[src/rtl/intersection_controller.sv]
// intersection_controller: two-road light sequencer with latched side-road and pedestrian requests.
// Define PED_WALK_EN to include the pedestrian walk phase.
module intersection_controller #(
  parameter int GREEN_CYCLES   = 8,
  parameter int YELLOW_CYCLES  = 3,
  parameter int ALL_RED_CYCLES = 2,
  parameter int PED_CYCLES     = 5
) (
  input  logic       clk,
  input  logic       rst_n,
  input  logic       sensor_ew,
  input  logic       ped_req,
  output logic [1:0] ns_state,
  output logic [1:0] ew_state,
  output logic       walk,
  output logic       ped_ack
);
  localparam int M1 = GREEN_CYCLES > YELLOW_CYCLES ? GREEN_CYCLES : YELLOW_CYCLES;
  localparam int M2 = ALL_RED_CYCLES > PED_CYCLES ? ALL_RED_CYCLES : PED_CYCLES;
  localparam int TW = $clog2(M1 > M2 ? M1 : M2) + 1;
  typedef enum logic [2:0] {
    NS_GREEN, NS_YELLOW, ALL_RED_1, EW_GREEN, EW_YELLOW, ALL_RED_2
`ifdef PED_WALK_EN
    , PED_WALK
`endif
  } state_t;
  state_t state_q, state_d, ar1_next, ar2_next;
  logic [TW-1:0] timer, tload;
  logic ew_pend, ped_pend, expired, entry;
  assign expired = timer == '0;
  assign entry = state_d != state_q;
`ifdef PED_WALK_EN
  assign ar1_next = ew_pend ? EW_GREEN : PED_WALK;
  assign ar2_next = ped_pend ? PED_WALK : NS_GREEN;
  assign walk = state_q == PED_WALK;
  always_ff @(posedge clk or negedge rst_n)
    if (!rst_n) begin
      ped_pend <= 1'b0;
      ped_ack <= 1'b0;
    end else begin
      ped_pend <= (entry && state_d == PED_WALK) ? 1'b0 : ped_pend | (ped_req && state_q != PED_WALK);
      ped_ack <= entry && state_d == PED_WALK;
    end
`else
  logic unused_ped;
  assign unused_ped = ped_req;
  assign ar1_next = EW_GREEN;
  assign ar2_next = NS_GREEN;
  assign ped_pend = 1'b0;
  assign walk = 1'b0;
  assign ped_ack = 1'b0;
`endif
  always_comb begin
    state_d = state_q;
    case (state_q)
      NS_GREEN:  state_d = (expired && (ew_pend || ped_pend)) ? NS_YELLOW : NS_GREEN;
      NS_YELLOW: state_d = expired ? ALL_RED_1 : NS_YELLOW;
      ALL_RED_1: state_d = expired ? ar1_next : ALL_RED_1;
      EW_GREEN:  state_d = expired ? EW_YELLOW : EW_GREEN;
      EW_YELLOW: state_d = expired ? ALL_RED_2 : EW_YELLOW;
      ALL_RED_2: state_d = expired ? ar2_next : ALL_RED_2;
`ifdef PED_WALK_EN
      PED_WALK:  state_d = expired ? NS_GREEN : PED_WALK;
`endif
      default:   state_d = NS_GREEN;
    endcase
    tload = TW'(GREEN_CYCLES - 1);
    case (state_d)
      NS_YELLOW, EW_YELLOW: tload = TW'(YELLOW_CYCLES - 1);
      ALL_RED_1, ALL_RED_2: tload = TW'(ALL_RED_CYCLES - 1);
`ifdef PED_WALK_EN
      PED_WALK:             tload = TW'(PED_CYCLES - 1);
`endif
      default: ;
    endcase
  end
  // NS_GREEN rest: timer saturates at zero until a request is pending
  always_ff @(posedge clk or negedge rst_n)
    if (!rst_n) begin
      state_q <= NS_GREEN;
      timer <= TW'(GREEN_CYCLES - 1);
      ew_pend <= 1'b0;
    end else begin
      state_q <= state_d;
      timer <= entry ? tload : expired ? timer : timer - 1'b1;
      ew_pend <= (entry && state_d == EW_GREEN) ? 1'b0 : ew_pend | (sensor_ew && state_q != EW_GREEN);
    end
  assign ns_state = state_q == NS_GREEN ? 2'b01 : state_q == NS_YELLOW ? 2'b10 : 2'b00;
  assign ew_state = state_q == EW_GREEN ? 2'b01 : state_q == EW_YELLOW ? 2'b10 : 2'b00;
endmodule

[config.mk]
export PLATFORM = sky130hd
export DESIGN_NAME = intersection_controller
export DESIGN_NICKNAME = d
export VERILOG_FILES = /design/src/rtl/intersection_controller.sv
export SDC_FILE = /design/constraint.sdc
export NUM_CORES = 1
export LEC_CHECK = 0
export CAP_MARGIN = 5
export CORE_MARGIN = 2
export CORE_UTILIZATION = 40
export DETAILED_ROUTE_END_ITERATION = 8
export HOLD_SLACK_MARGIN = 0.06
export PLACE_DENSITY = 0.61
export SYNTH_ARGS = -nofsm -noshare
export SYNTH_HDL_FRONTEND = slang
export SYNTH_SLANG_ARGS = --single-unit
[constraint.sdc]
create_clock -name clk -period 3 [get_ports clk]
set_input_delay 0.3 -clock clk [delete_from_list [all_inputs] [get_ports clk]]
set_output_delay 0.3 -clock clk [all_outputs]
set_load 0.01 [all_outputs]
==> results.cfg <==
[critical_path]
crit_fanout = 12
worst_ep_arrival_time_ns = 1.73
critPathKind = reg -> out
startpoint_type = flop
crit_path_end_kind = output port
required_ns = 2.70

[sta]
period_needed_ns = 2.029
hold_viol = 0
maxSlewViolCount = 0
fin_skew_ns = 0.003423
fin_tns_setup_ns = 0
layout_setup_ws_ns = 0.9712
rsz0062_at_grt = no
timing.fmax_mhz = 492.9
fin_crit_sh = 0.6763
final-setup-viol-count = 0
max_slew_margin = 0.6656
tightest_slew_ns = 0.5016

[route]
first_pass_iters = 4
drc = 0
drt_iter0_drc = 16
vias_per_cell = 5.613
totalWireLength_um = 1056
ant_nets = 0
vias = 449
routedWlPerCell_um = 13.20

[pwr]
vdd_drop_max_uv = 580.6
power.density_mw_per_mm2 = 1156
p_leak_nw = 0.2476

[clock_network]
cts_resized = 0
clk_path_buf_depth = 2
cts_hold_buf = 0
cts_sinks = 8
root_buffer = clkbuf_4
cts.clk_slew.worst_paths_ns = 0.07
clk-insertion-delay-late_ns = 0.26
cts_made_buffers = 3
cts_tree = yes
htree_levels = 1
cts_setup_buffers = 0

[placement]
place_inst = 76
place_congestion = 0.7586
place_ws_ns = 1.273
placed_cell_area_um2 = 578.1
port_buffers = 6
post-dp-hpwl_um = 684.5

[synth]
synthCells = 60
ys_ff_latch = 8
syn_area_um2 = 526.8
synth_edf_count = 0
yosys.area.top_type = dfrtp_1
async_reset_ff_frac = 1.000
yosys-top-cells-area = dfrtp_1 24%, dfstp_2 15%, mux2i_1 3.8%
yosysUniqueCellTypes = 33
synth_area_per_cell_um2 = 8.779
synth_warnings = 0
ys.flop_type = dfrtp_1
yosysSeqAreaShare = 0.3872
synth_top_area_frac = 0.2375

[floorplan]
start_util = 0.4152
rows = 13
top_level_ports = 10
core_area_mm2 = 0.001269
die-width_um = 40.29
die_h_um = 40.29
dieArea_mm2 = 0.001623

[grt]
grt_pass1_vias = 402
grt_max_degree = 18
grt_pass1_wl_um = 1752
overflow = 0
grt.total_usage = 0.1651
antenna_found_initial = 0

[finish]
antenna-diode-count = 0
final_layout_size_suffix_gt1_frac = 0.1538
finalNetCount = 71
area_growth_syn_to_layout_pct = 14.73
finalNonFillerCells = 80
final_cell_area_um2 = 604.3

[flow_run]
cap_violations = 0

[outcome]
status = finished, final reports clean

[worst_hold_path]
min_path_type = in -> async
cells in the mapped netlist, drive strengths merged, types with 2 or more instances:
cell type	instances
a21oi	3
a22o	2
buf	3
clkbuf	3
dfrtp	5
dfstp	3
inv	4
mux2i	2
nand2	4
nor2	5
nor3	3
nor3b	2
o21ai	3
or3	2
where the power goes:
group           total, W  internal (W)  switching [W]
Sequential      0.000285      0.000176       0.000110
Combinational   0.000319      0.000185       0.000134
Clock          0.0000946     0.0000513      0.0000434
Total           0.000699      0.000412       0.000286
metrics by stage:
step | util | power [W] | hold WS [ns]
6_report | 0.4763 | 0.0006986 | 0.3218
5_1_grt | 0.4763 | 0.0007576 | 0.3501
4_1_cts | 0.4763 | 0.0006977 | 0.3291
3_5_place_dp | 0.4556 | 0.0006036 | 0.6070
3_3_place_gp | 0.4556 | 0.0005940 | 0.6048
2_1_floorplan | - | 0.0005063 | 0.004409
logic make-up (layout without fill, tap and decap cells):
logic type / after synthesis / after routing / share of synthesized area
AO/OA/AOI/OAI: 14 / 14 / 0.1805
buffers and inverters: 10 / 14 / 0.08786
XOR/XNOR: 1 / 1 / 0.01663
flip-flops: 8 / 8 / 0.3872
adder cells (fa/ha/maj): 1 / 1 / 0.02375
other: 1 / 2 / 0.007119
AND/OR/NAND/NOR: 23 / 23 / 0.2589
multiplexers: 2 / 2 / 0.03801
per-layer routing:
metal | GRT usage | vias to the layer above | share of wire
met5 | 0 | - | 0
met4 | 0.1083 | 0 | 0.0085
met3 | 0.05000 | 2 | 0.040
met2 | 0.2298 | 6 | 0.47
met1 | 0.2177 | 221 | 0.48
li1 | - | 220 | -
path summary, 6_finish.rpt:
path | from | to | slack (ns) | depth (start not counted)
setup / recovery | state_q[2]$_DFF_PN0_ | ew_state[1] | 0.97 | 3
hold / removal | rst_n | timer[3]$_DFFE_PN0P_ | 0.32 | 1
setup reg to reg | timer[0]$_DFFE_PN1P_ | timer[0]$_DFFE_PN1P_ | 1.45 | 5
hold reg to reg | ew_pend$_DFF_PN0_ | ew_pend$_DFF_PN0_ | 0.61 | 2
max in group asynchronous | rst_n | timer[1]$_DFFE_PN1P_ | 2.37 | 1
min in group clk | sensor_ew | ew_pend$_DFF_PN0_ | 0.61 | 3
worst max-delay path: stages, from the launching register on:
cell and delay [ns]:
dfrtp_1 0.56, inv_1 0.19, nor3_1 0.16, clkdlybuf4s50_1 0.56
sequential cells by signal, summed over array words and instances (netlist names):
register,cells
state_q,3
ew_pend,1
timer,4
area by class of cell:
type | count | area (um^2)
flip-flops and latches | 8 | 203.9
inverters | 4 | 15.01
repair buffers | 6 | 60.06
well taps | 15 | 18.77
fillers | 129 | 664.4
multi-input cells | 43 | 280.3
clock buffers | 4 | 26.28
placed cells by master (no fill, tap or decap), drive strengths merged:
cell,netlist,layout
a211oi,1,1
a21oi,3,3
a221o,1,1
a22o,2,2
a31oi,1,1
and3,1,1
and4bb,1,1
clkbuf,3,4
clkdlybuf4s50,0,6
conb,1,2
dfrtp,5,5
dfstp,3,3
ha,1,1
inv,4,4
mux2i,2,2
nand2,4,4
nand2b,1,1
nand3,1,1
nor2,5,5
nor3,3,3
nor3b,2,2
o211ai,1,1
o21ai,3,3
o31ai,1,1
o32ai,1,1
or2,1,1
or2b,1,1
or3,2,2
or3b,1,1
xnor2,1,1
Power figures use the tool's default switching activity.
